===== config.mk =====
export PLATFORM = sky130hd
export DESIGN_NAME = alu_operand_stage_flat
export DESIGN_NICKNAME = d
export VERILOG_FILES = /design/src/rtl/alu_operand_stage_if.sv /design/src/rtl/alu_operand_stage.sv /design/src/flat_wrapper.sv
export SDC_FILE = /design/constraint.sdc
export NUM_CORES = 1
export LEC_CHECK = 0
export ABC_AREA = 1
export CORE_ASPECT_RATIO = 1.75
export CORE_MARGIN = 4
export CORE_UTILIZATION = 46
export CTS_BUF_LIST = sky130_fd_sc_hd__clkbuf_16
export CTS_CLUSTER_DIAMETER = 50
export CTS_CLUSTER_SIZE = 25
export DETAILED_ROUTE_END_ITERATION = 6
export PLACE_DENSITY = 0.75
export SLEW_MARGIN = 25
export SYNTH_ARGS = -nofsm -noshare
export SYNTH_HDL_FRONTEND = slang
export SYNTH_SLANG_ARGS = --single-unit

===== constraint.sdc =====
create_clock -name clk -period 4.8 [get_ports clk]
set_input_delay 0.96 -clock clk [delete_from_list [all_inputs] [get_ports clk]]
set_output_delay 0.96 -clock clk [all_outputs]
set_load 0.005 [all_outputs]

===== src/rtl/alu_operand_stage_if.sv =====
// Operand handshake bundle between decode, the operand stage and the ALU.
// The stage takes the slave modport and the surrounding environment takes the master modport.
interface alu_operand_stage_if #(
  parameter int WIDTH    = 32,
  parameter int OP_WIDTH = 3
);
  logic                in_valid;
  logic                in_ready;
  logic [WIDTH-1:0]    in_a;
  logic [WIDTH-1:0]    in_b;
  logic [OP_WIDTH-1:0] in_op;
  logic                out_valid;
  logic                out_ready;
  logic [WIDTH-1:0]    out_a;
  logic [WIDTH-1:0]    out_b;
  logic [OP_WIDTH-1:0] out_op;

  modport slave (
    input  in_valid, in_a, in_b, in_op, out_ready,
    output in_ready, out_valid, out_a, out_b, out_op
  );

  modport master (
    output in_valid, in_a, in_b, in_op, out_ready,
    input  in_ready, out_valid, out_a, out_b, out_op
  );
endinterface


===== src/rtl/alu_operand_stage.sv =====
// Two-entry skid buffer holding ALU operand sets between decode and the ALU.
// Define ALU_OP_CHECK_EN to drop sets carrying opcodes above 2 and raise a sticky error.
module alu_operand_stage #(
  parameter int WIDTH    = 32,
  parameter int OP_WIDTH = 3
) (
  input  logic                   clk,
  input  logic                   rst,
  alu_operand_stage_if.slave     bus,
  input  logic                   flush,
  output logic [1:0]             occupancy,
  output logic                   err_illegal_op
);

  localparam logic [OP_WIDTH-1:0] OP_MAX = OP_WIDTH'(2);

  logic                r_main_vld, r_skid_vld, r_in_ready, r_err;
  logic [WIDTH-1:0]    r_main_a, r_main_b, r_skid_a, r_skid_b;
  logic [OP_WIDTH-1:0] r_main_op, r_skid_op;
  logic [1:0]          r_occ;

  logic w_accept, w_xfer, w_illegal, w_store;
  logic w_main_vld_nx, w_skid_vld_nx;
  logic w_load_main_in, w_load_main_skid, w_load_skid;

  assign w_accept = bus.in_valid && r_in_ready;
  assign w_xfer   = r_main_vld && bus.out_ready;

`ifdef ALU_OP_CHECK_EN
  assign w_illegal = (bus.in_op > OP_MAX);
`else
  assign w_illegal = 1'b0;
`endif

  assign w_store = w_accept && !w_illegal && !flush;

  // in_ready is registered as !skid_valid so out_ready never reaches it combinationally
  always_comb begin
    w_main_vld_nx    = r_main_vld;
    w_skid_vld_nx    = r_skid_vld;
    w_load_main_in   = 1'b0;
    w_load_main_skid = 1'b0;
    w_load_skid      = 1'b0;
    if (flush) begin
      w_main_vld_nx = 1'b0;
      w_skid_vld_nx = 1'b0;
    end else if (r_skid_vld) begin
      if (w_xfer) begin
        w_load_main_skid = 1'b1;
        w_skid_vld_nx    = 1'b0;
      end
    end else if (w_store) begin
      if (!r_main_vld || w_xfer) begin
        w_load_main_in = 1'b1;
        w_main_vld_nx  = 1'b1;
      end else begin
        w_load_skid   = 1'b1;
        w_skid_vld_nx = 1'b1;
      end
    end else if (w_xfer) begin
      w_main_vld_nx = 1'b0;
    end
  end

  always_ff @(posedge clk or posedge rst) begin
    if (rst) begin
      r_main_vld <= 1'b0;
      r_skid_vld <= 1'b0;
      r_in_ready <= 1'b0;
      r_err      <= 1'b0;
      r_occ      <= 2'd0;
      r_main_a   <= '0;
      r_main_b   <= '0;
      r_main_op  <= '0;
      r_skid_a   <= '0;
      r_skid_b   <= '0;
      r_skid_op  <= '0;
    end else begin
      r_main_vld <= w_main_vld_nx;
      r_skid_vld <= w_skid_vld_nx;
      r_in_ready <= !w_skid_vld_nx;
      r_occ      <= {1'b0, w_main_vld_nx} + {1'b0, w_skid_vld_nx};
      r_err      <= r_err | (w_accept && w_illegal);
      if (w_load_main_in) begin
        r_main_a  <= bus.in_a;
        r_main_b  <= bus.in_b;
        r_main_op <= bus.in_op;
      end else if (w_load_main_skid) begin
        r_main_a  <= r_skid_a;
        r_main_b  <= r_skid_b;
        r_main_op <= r_skid_op;
      end
      if (w_load_skid) begin
        r_skid_a  <= bus.in_a;
        r_skid_b  <= bus.in_b;
        r_skid_op <= bus.in_op;
      end
    end
  end

  assign bus.in_ready    = r_in_ready;
  assign bus.out_valid   = r_main_vld;
  assign bus.out_a       = r_main_a;
  assign bus.out_b       = r_main_b;
  assign bus.out_op      = r_main_op;
  assign occupancy       = r_occ;
  assign err_illegal_op  = r_err;

endmodule


===== src/flat_wrapper.sv =====
// flat-port wrapper written by rule: the top's interface ports become plain ports
module alu_operand_stage_flat 
#(
  parameter int WIDTH    = 32,
  parameter int OP_WIDTH = 3
)
  (clk, rst, flush, occupancy, err_illegal_op, bus_in_valid, bus_in_a, bus_in_b, bus_in_op, bus_out_ready, bus_in_ready, bus_out_valid, bus_out_a, bus_out_b, bus_out_op);
  alu_operand_stage_if #(.WIDTH(WIDTH), .OP_WIDTH(OP_WIDTH)) bus_i ();
  input  logic clk;
  input  logic rst;
  input  logic flush;
  output logic [1:0] occupancy;
  output logic err_illegal_op;
  input wire logic [$bits(bus_i.in_valid)-1:0] bus_in_valid;
  input wire logic [$bits(bus_i.in_a)-1:0] bus_in_a;
  input wire logic [$bits(bus_i.in_b)-1:0] bus_in_b;
  input wire logic [$bits(bus_i.in_op)-1:0] bus_in_op;
  input wire logic [$bits(bus_i.out_ready)-1:0] bus_out_ready;
  output wire logic [$bits(bus_i.in_ready)-1:0] bus_in_ready;
  output wire logic [$bits(bus_i.out_valid)-1:0] bus_out_valid;
  output wire logic [$bits(bus_i.out_a)-1:0] bus_out_a;
  output wire logic [$bits(bus_i.out_b)-1:0] bus_out_b;
  output wire logic [$bits(bus_i.out_op)-1:0] bus_out_op;
  assign bus_i.in_valid = bus_in_valid;
  assign bus_i.in_a = bus_in_a;
  assign bus_i.in_b = bus_in_b;
  assign bus_i.in_op = bus_in_op;
  assign bus_i.out_ready = bus_out_ready;
  assign bus_in_ready = bus_i.in_ready;
  assign bus_out_valid = bus_i.out_valid;
  assign bus_out_a = bus_i.out_a;
  assign bus_out_b = bus_i.out_b;
  assign bus_out_op = bus_i.out_op;
  alu_operand_stage #(.WIDTH(WIDTH), .OP_WIDTH(OP_WIDTH)) u_core (.clk(clk), .rst(rst), .bus(bus_i), .flush(flush), .occupancy(occupancy), .err_illegal_op(err_illegal_op));
endmodule

==> results.py, run 1 <==
metrics = {
    "cts": {
        "cts_buffers": 17,
        "clk_latency_ns": 0.42,
        "cts_post_setup_buffers_inserted": 0,
        "postCtsHoldBufs": 0,
        "clk_transition_reported_paths_ns": 0.06,
        "cts_tree": "built",
        "cts_max_level": 4,
        "clockBufferDepth": 2,
        "cts.sinks": 139,
        "cts_resized": 0,
        "cts-root-buf": "clkbuf_16",
    },
    "die": {
        "core_area_sq_um": 13800,
        "start_util": 0.470,
        "die_w_um": 97.8,
        "die-area_sq_um": 16200,
        "die-height_um": 165,
        "num_io_pins": 144,
        "rows": 57,
    },
    "routing": {
        "wl_um": 15900,
        "detail_route.vias_per_cell": 5.01,
        "drtPass1Iterations": 4,
        "wl_per_cell_um": 14.2,
        "drcViolationCount": 0,
        "drtIter0Drc": 330,
        "drt.antenna.violating_nets": 0,
        "vias": 5618,
    },
    "synthesis": {
        "ys_types": 22,
        "synth_seq_cells": 139,
        "synthCells": 820,
        "seq_area_frac_synth": 0.535,
        "synth_area_leader_cell": "dfrtp_1",
        "synth_area_leaders": "dfrtp_1, nand2_1, nand3_1",
        "synth-warning-count": 0,
        "syn_area_sq_um": 6500,
        "synth_top_cell_area_share": 0.535,
        "synth_nets": 893,
        "syn-mean-instance-area_sq_um": 7.92,
    },
    "setup_path": {
        "ff2ff_path_depth": 5,
        "path_max_fanout": 76,
        "crit_path_start_kind": "input port",
        "end_kind": "flop",
        "crit_type": "in -> reg",
        "rr_startpoint": "u_core.bus.out_valid",
        "r2r_slack_ns": 2.70,
        "required_ns": 5.15,
        "worstPathArrival_ns": 3.14,
        "regToRegEndpoint": "u_core.bus.out_op[0]",
    },
    "placement": {
        "portBuffers": 142,
        "dp_hpwl_um": 10000,
        "place_congestion": 0.799,
    },
    "timing": {
        "tns_ns": 0,
        "whs_ns": 0.483,
        "finalSetupViolCount": 0,
        "tightest_slew_ns": 0.837,
        "fin_crit_ns": 2.79,
        "rsz0062_at_grt": "false",
        "skew_ns": 0.0187,
        "max_freq_mhz": 359,
        "hold_viol": 0,
        "period_share": 0.581,
        "drv_slew": 0,
        "relSlewSlack": 0.442,
    },
    "global_route": {
        "grt_max_degree": 90,
        "grt_pass1_vias": 5365,
        "grt.total_usage": 0.205,
        "grt_pass1_wl_um": 26800,
        "gr-total-overflow": 0,
        "grt_antenna_before_repair": 0,
    },
    "cells_and_area": {
        "nFillCells": 1257,
        "utilization": 0.619,
        "layout_common_cells": "nand2_1, clkdlybuf4s50_1, inv_1, dfrtp_1, nand3_1",
        "nets": 1005,
        "synthToLayoutAreaGrowth_pct": 31.8,
        "diodes": 0,
        "layout_commonest_cell": "nand2_1",
        "drive_above_1_share": 0.0466,
    },
    "pwr": {
        "power_density_nw_per_um2": 419,
        "p_leak_nw": 4.24,
        "irDropWorstVdd_v": 0.000226,
    },
    "run": {
        "cap_violations": 0,
    },
    "hold_path": {
        "hold_path_end": "u_core.r_skid_b[29]",
        "hold_class": "reg -> reg",
        "min_from": "u_core.r_skid_b[29]",
        "hold_depth": 2,
    },
    "status": {
        "status": "finished clean",
    },
}
## cell type report
type	instances	area (sq um)	share of cell area
clock buffer	17	425	0.0497
clock inverter	15	174	0.0203
inverter	141	534	0.0624
multi-input combinational	483	2220	0.260
sequential	139	3480	0.406
tap	177	221	0.0259
timing repair buffer	150	1510	0.176
## metrics by stage
step                worst slack [ns]  total power [W]  area [sq um]  instances
finish                          2.01          0.00359          8560       1122
global route                    1.82          0.00380          8560       1122
CTS                             2.02          0.00362          8560       1122
detailed placement              1.60          0.00229          7960       1090
global placement                1.60          0.00226          7960       1090
floorplan                      0.115          0.00191          6500        820
## per-layer routing
layer	wire length, um	vias up	global-route usage
li1	-	2793	-
met5	0	-	0
met4	428	0	0.0882
met2	8270	134	0.351
met3	647	24	0.0387
met1	6540	2667	0.254
## worst max-delay path by stage
stage	start	end	slack [ns]
5_1_grt	flush	u_core.bus.out_a[4]	1.82
3_5_place_dp	bus_out_ready	u_core.occupancy[0]	1.60
2_1_floorplan	rst	u_core.bus.in_ready	0.12
3_3_place_gp	flush	u_core.bus.out_op[0]	1.60
6_report	flush	u_core.bus.out_op[0]	2.01
4_1_cts	flush	u_core.bus.out_op[0]	2.02
## cells in the mapped netlist
cell,number
a21oi_1,1
a21oi_4,1
buf_1,5
buf_2,17
buf_4,1
buf_6,7
clkbuf_1,27
conb_1,1
dfrtp_1,139
ha_1,1
inv_1,140
inv_2,1
nand2_1,202
nand2_2,1
nand3_1,137
nand3_2,1
nand4_2,1
nor2_1,2
nor2_2,1
o211ai_1,1
o21ai_0,69
o21ai_1,64
## flip-flops by register name, indices dropped and copies added, names as in the netlist
name                  count
u_core.bus.out_a         32
u_core.bus.out_b         32
u_core.r_skid_a          32
u_core.r_skid_b          32
u_core.bus.out_op         3
u_core.r_skid_op          3
u_core.occupancy          2
u_core.bus.in_ready       1
u_core.bus.out_valid      1
u_core.r_skid_vld         1
## worst max-delay path, stage by stage
cell and delay [ns]:
clkdlybuf4s50_1 0.50, inv_1 0.19, nand4_4 0.63, buf_12 0.49
o21ai_0 0.22, nand2_1 0.07, nand2_1 0.06
## where the power goes
part / switching [W] / internal [W] / total [W]
Sequential: 0.000141 / 0.00142 / 0.00156
Combinational: 0.000321 / 0.000385 / 0.000705
Clock: 0.000507 / 0.000816 / 0.00132
Total: 0.000969 / 0.00262 / 0.00359
## kinds of logic (layout without fill, tap and decap cells)
| logic type | after synthesis | in the layout | synth area share |
|---|---|---|---|
| simple gates | 345 | 345 | 0.229 |
| fa+ha+maj | 1 | 1 | 0.00193 |
| buf+inv | 198 | 323 | 0.126 |
| other cells | 1 | 1 | 0.000577 |
| compound gates | 136 | 136 | 0.107 |
| flops | 139 | 139 | 0.535 |
Power figures use the tool's default switching activity.
==> inputs of run 2 (changes only) <==
--- a/config.mk
+++ b/config.mk
@@ -8,12 +8,12 @@
 export ABC_AREA = 1
 export CORE_ASPECT_RATIO = 1.75
 export CORE_MARGIN = 4
-export CORE_UTILIZATION = 46
+export CORE_UTILIZATION = 50
 export CTS_BUF_LIST = sky130_fd_sc_hd__clkbuf_16
 export CTS_CLUSTER_DIAMETER = 50
 export CTS_CLUSTER_SIZE = 25
 export DETAILED_ROUTE_END_ITERATION = 6
-export PLACE_DENSITY = 0.75
+export PLACE_DENSITY = 0.77
 export SLEW_MARGIN = 25
 export SYNTH_ARGS = -nofsm -noshare
 export SYNTH_HDL_FRONTEND = slang
==> constraint.sdc (replaced) <==
create_clock -name clk -period 2.6 [get_ports clk]
set_input_delay 0.52 -clock clk [delete_from_list [all_inputs] [get_ports clk]]
set_output_delay 0.52 -clock clk [all_outputs]
set_load 0.005 [all_outputs]
==> results.py, run 2 (synthesis gave the netlist of run 1 again) <==
metrics = {
    "status": {
        "status": "finished clean",
    },
    "setup_path": {
        "worstPathArrival_ns": 1.51,
        "crit_chain": "clkdlybuf4s50_1",
        "crit_path_start_kind": "flop",
        "ff2ff_path_depth": 6,
        "cp_slowest_stage_delay_ns": 0.60,
        "crit_path_top_delay_cell": "clkdlybuf4s50_1",
        "required_ns": 2.08,
        "cp.depth": 1,
        "crit_buf_inv": 1,
        "end_kind": "primary output",
        "path_max_fanout": 6,
        "critPathTopFamily": "buffers and inverters",
        "crit_type": "reg -> out",
    },
    "pwr": {
        "p_int_w": 0.00513,
        "p_clk_frac": 0.388,
        "power_density_nw_per_um2": 787,
        "irDropWorstVdd_v": 0.000617,
        "switchingPower_w": 0.00176,
        "p_leak_nw": 4.34,
        "p_seq_frac": 0.417,
        "comb_power_share": 0.195,
        "power.share.switching": 0.255,
    },
    "hold_path": {
        "hold_class": "in -> async",
    },
    "die": {
        "num_io_pins": 144,
        "core_area_sq_um": 12600,
        "die-area_sq_um": 15000,
        "die-height_um": 159,
        "start_util": 0.514,
        "rows": 54,
        "die_w_um": 94.2,
    },
    "global_route": {
        "grt.total_usage": 0.227,
        "grt_max_degree": 89,
        "grt_antenna_before_repair": 0,
        "gr-total-overflow": 0,
        "grt_pass1_vias": 5553,
        "grt_pass1_wl_um": 27200,
    },
    "timing": {
        "setup_ws_ns": 0.568,
        "hold_viol": 0,
        "period_share": 0.781,
        "skew_ns": 0.00864,
        "drv_slew": 0,
        "max_freq_mhz": 492,
        "rsz0062_at_grt": "false",
        "finalSetupViolCount": 0,
        "fin_crit_ns": 2.03,
        "tns_ns": 0,
    },
    "placement": {
        "dp_hpwl_um": 10600,
        "dp_slack_ns": 0.386,
        "portBuffers": 142,
        "place_congestion": 0.820,
        "placed_area_sq_um": 8090,
    },
    "cells_and_area": {
        "utilization": 0.693,
        "nFillCells": 1039,
        "layout_commonest_cell": "nand2_1",
        "final_area_sq_um": 8750,
        "nets": 1014,
        "synthToLayoutAreaGrowth_pct": 34.7,
        "layout_common_cells": "nand2_1, clkdlybuf4s50_1, inv_1, dfrtp_1, nand3_1",
        "diodes": 0,
        "drive_above_1_share": 0.0556,
    },
    "cts": {
        "postCtsHoldBufs": 0,
        "clk_latency_ns": 0.41,
        "cts_buffers": 17,
        "cts_tree": "built",
        "cts_resized": 0,
        "cts_post_setup_buffers_inserted": 0,
        "cts.sinks": 139,
        "clockBufferDepth": 2,
        "clk_transition_reported_paths_ns": 0.06,
        "cts_max_level": 4,
        "cts-root-buf": "clkbuf_16",
    },
    "routing": {
        "drtPass1Iterations": 6,
        "drt.antenna.violating_nets": 0,
        "vias": 5678,
        "drcViolationCount": 0,
        "wl_per_cell_um": 14.5,
        "wl_um": 16300,
        "detail_route.vias_per_cell": 5.06,
        "drtIter0Drc": 380,
    },
    "run": {
        "cap_violations": 0,
    },
}
## run 2: cell count changes in the layout (fill, tap and decap cells not counted)
cell	before	now
buf_12	2	8
buf_4	6	9
bufinv_16	3	6
clkinv_4	4	1
inv_6	3	0
clkinv_2	1	3
clkinv_1	2	1
clkinvlp_4	2	3
inv_1	140	141
## run 2: power by group through the flow
stage,registers (W),logic (W),clock network (W)
global route,0.00293,0.00152,0.00282
floorplan,0.00287,0.000650,0
global placement,0.00289,0.00131,0
CTS,0.00287,0.00137,0.00271
detailed placement,0.00291,0.00135,0
finish,0.00287,0.00134,0.00267
## run 2: metal layers
metal / up-vias / share of wire / track usage
met3: 38 / 0.048 / 0.0478
met5: - / 0 / 0
met1: 2663 / 0.40 / 0.286
met4: 0 / 0.041 / 0.108
met2: 158 / 0.51 / 0.367
li1: 2819 / - / -
## run 2: worst register-to-register path: cells and delay by family (launching register included)
| family | cells | cell delay [ns] |
|---|---|---|
| AOI/OAI and AO/OA | 1 | 0.07 |
| buffers and inverters | 2 | 0.41 |
| DFF | 1 | 0.51 |
| and+or+nand+nor | 3 | 0.57 |
## run 2: final cells by class
| class | instances | area (sq um) | area share |
|---|---|---|---|
| repair buffers | 159 | 1650 | 0.188 |
| multi-input cells | 483 | 2220 | 0.254 |
| flip-flops and latches | 139 | 3480 | 0.398 |
| clock buffers | 17 | 425 | 0.0486 |
| well taps | 168 | 210 | 0.0240 |
| inverters | 141 | 533 | 0.0609 |
| clock inverters | 15 | 230 | 0.0263 |
## run 2: final timing paths
check	startpoint	endpoint	slack, ns
min in group clk	u_core.r_skid_a[2]	u_core.r_skid_a[2]	0.49
hold / removal	rst	u_core.r_skid_b[6]	0.44
setup reg to reg	u_core.bus.out_valid	u_core.r_skid_b[11]	0.92
max in group asynchronous	rst	u_core.r_skid_b[24]	1.48
setup / recovery	u_core.bus.out_valid	bus_out_valid	0.57
hold reg to reg	u_core.r_skid_a[2]	u_core.r_skid_a[2]	0.49
## run 2: through the flow
step | cells | power (W) | hold WS [ns]
after global placement | 1090 | 0.00420 | 0.467
after floorplan | 820 | 0.00352 | 0.453
final | 1122 | 0.00689 | 0.445
after global routing | 1122 | 0.00727 | 0.453
after detailed placement | 1090 | 0.00425 | 0.474
after CTS | 1122 | 0.00695 | 0.441
==> inputs of run 3 (changes only) <==
--- a/config.mk
+++ b/config.mk
@@ -8,12 +8,12 @@
 export ABC_AREA = 1
 export CORE_ASPECT_RATIO = 1.75
 export CORE_MARGIN = 4
-export CORE_UTILIZATION = 50
+export CORE_UTILIZATION = 46
 export CTS_BUF_LIST = sky130_fd_sc_hd__clkbuf_16
 export CTS_CLUSTER_DIAMETER = 50
 export CTS_CLUSTER_SIZE = 25
 export DETAILED_ROUTE_END_ITERATION = 6
-export PLACE_DENSITY = 0.77
+export PLACE_DENSITY = 0.75
 export SLEW_MARGIN = 25
 export SYNTH_ARGS = -nofsm -noshare
 export SYNTH_HDL_FRONTEND = slang
==> constraint.sdc (replaced) <==
create_clock -name clk -period 1.78 [get_ports clk]
set_input_delay 0.356 -clock clk [delete_from_list [all_inputs] [get_ports clk]]
set_output_delay 0.356 -clock clk [all_outputs]
set_load 0.005 [all_outputs]
==> results.py, run 3 (synthesis gave the netlist of run 1 again) <==
metrics = {
    "global_route": {
        "grt_pass1_wl_um": 26200,
        "grt.total_usage": 0.200,
        "gr-total-overflow": 0,
        "grt_max_degree": 84,
        "grt_pass1_vias": 5403,
        "grt_antenna_before_repair": 0,
    },
    "hold_path": {
        "hold_class": "in -> async",
    },
    "setup_path": {
        "critPathTopFamily": "buffers and inverters",
        "crit_path_top_delay_cell": "clkdlybuf4s50_1",
        "crit_buf_inv": 1,
        "cp_slowest_stage_delay_ns": 0.53,
        "end_kind": "primary output",
        "crit_path_start_kind": "flop",
        "required_ns": 1.42,
        "crit_type": "reg -> out",
        "worstPathArrival_ns": 1.32,
        "path_max_fanout": 2,
        "crit_chain": "clkdlybuf4s50_1",
    },
    "pwr": {
        "p_clk_frac": 0.378,
        "power.share.switching": 0.256,
        "switchingPower_w": 0.00254,
        "totalPowerFinal_w": 0.00993,
        "comb_power_share": 0.199,
        "irDropWorstVdd_v": 0.000562,
        "p_seq_frac": 0.423,
        "p_int_w": 0.00739,
        "p_leak_nw": 4.48,
        "power_density_nw_per_um2": 1100,
    },
    "routing": {
        "wl_um": 15700,
        "detail_route.vias_per_cell": 4.97,
        "vias": 5715,
        "drcViolationCount": 0,
        "drtPass1Iterations": 5,
        "wl_per_cell_um": 13.6,
        "drtIter0Drc": 257,
        "drt.antenna.violating_nets": 0,
    },
    "placement": {
        "place_congestion": 0.786,
        "dp_hpwl_um": 10600,
        "portBuffers": 142,
    },
    "cells_and_area": {
        "drive_above_1_share": 0.0741,
        "diodes": 0,
        "nets": 1034,
        "layout_commonest_cell": "nand2_1",
        "layout_common_cells": "nand2_1, clkdlybuf4s50_1, inv_1, dfrtp_1, nand3_1",
        "synthToLayoutAreaGrowth_pct": 38.8,
        "nFillCells": 1156,
    },
    "die": {
        "num_io_pins": 144,
        "die-height_um": 165,
        "core_area_sq_um": 13800,
        "die-area_sq_um": 16200,
        "die_w_um": 97.8,
        "rows": 57,
        "start_util": 0.470,
    },
    "timing": {
        "hold_viol": 0,
        "tns_ns": 0,
        "fin_crit_ns": 1.67,
        "period_share": 0.939,
        "skew_ns": 0.00982,
        "finalSetupViolCount": 0,
        "rsz0062_at_grt": "false",
        "max_freq_mhz": 598,
        "drv_slew": 0,
    },
    "cts": {
        "clk_transition_reported_paths_ns": 0.06,
        "cts_post_setup_buffers_inserted": 0,
        "postCtsHoldBufs": 0,
        "cts_buffers": 17,
        "cts_tree": "built",
        "cts-root-buf": "clkbuf_16",
        "cts_max_level": 4,
        "clk_latency_ns": 0.41,
        "clockBufferDepth": 2,
        "cts.sinks": 139,
        "cts_resized": 1,
    },
    "run": {
        "cap_violations": 0,
    },
    "status": {
        "status": "finished clean",
    },
}
## run 3: cell count changes in the layout (fill, tap and decap cells not counted), sizes merged
cell           before  now
clkdlybuf4s50     142  141
inv               142  141
buf                17   37
dlygate4sd2         0    1
clkinv              5    7
clkinvlp            3    1
bufinv              6    5
## run 3: per-stage QoR
stage	cell area, sq um	hold WS, ns	utilization	worst slack (ns)	instances
6_report	9020	0.407	0.652	0.109	1149
5_1_grt	9020	0.427	0.652	0.0618	1149
4_1_cts	9020	0.409	0.652	0.0929	1149
3_5_place_dp	8390	0.477	0.607	-0.213	1119
3_3_place_gp	8390	0.470	0.607	-0.195	1119
2_1_floorplan	6500	0.453	-	-0.311	820
## run 3: cell type report
cell class | count | area (sq um) | area share
flip-flops and latches | 139 | 3480 | 0.386
well taps | 177 | 221 | 0.0246
inverters | 141 | 533 | 0.0591
clock buffers | 17 | 425 | 0.0472
repair buffers | 179 | 1940 | 0.215
clock inverters | 13 | 203 | 0.0225
multi-input cells | 483 | 2220 | 0.246
## run 3: power by group through the flow
stage / Combinational [W] / Sequential, W / Clock, W
2_1_floorplan: 0.000950 / 0.00420 / 0
4_1_cts: 0.00202 / 0.00419 / 0.00383
6_report: 0.00198 / 0.00420 / 0.00375
3_3_place_gp: 0.00196 / 0.00422 / 0
5_1_grt: 0.00225 / 0.00427 / 0.00398
3_5_place_dp: 0.00201 / 0.00424 / 0
## run 3: final timing paths
check                                     start                    to  slack, ns  depth (start not counted)
setup reg to reg            u_core.bus.in_ready  u_core.bus.out_b[25]       0.23                          8
min in group clk             u_core.r_skid_b[5]    u_core.r_skid_b[5]       0.49                          2
max in group asynchronous                   rst  u_core.bus.out_op[1]       0.96                          3
hold reg to reg              u_core.r_skid_b[5]    u_core.r_skid_b[5]       0.49                          2
setup / recovery           u_core.bus.out_a[24]         bus_out_a[24]       0.11                          1
hold / removal                              rst   u_core.bus.out_b[1]       0.41                          3
## run 3: routing by layer
metal  GRT usage  wire length, um  up-vias
li1            -                -     2857
met1       0.256             6740     2688
met2       0.337             7960      153
met3      0.0361              643       17
met4      0.0762              324        0
met5           0                0        -
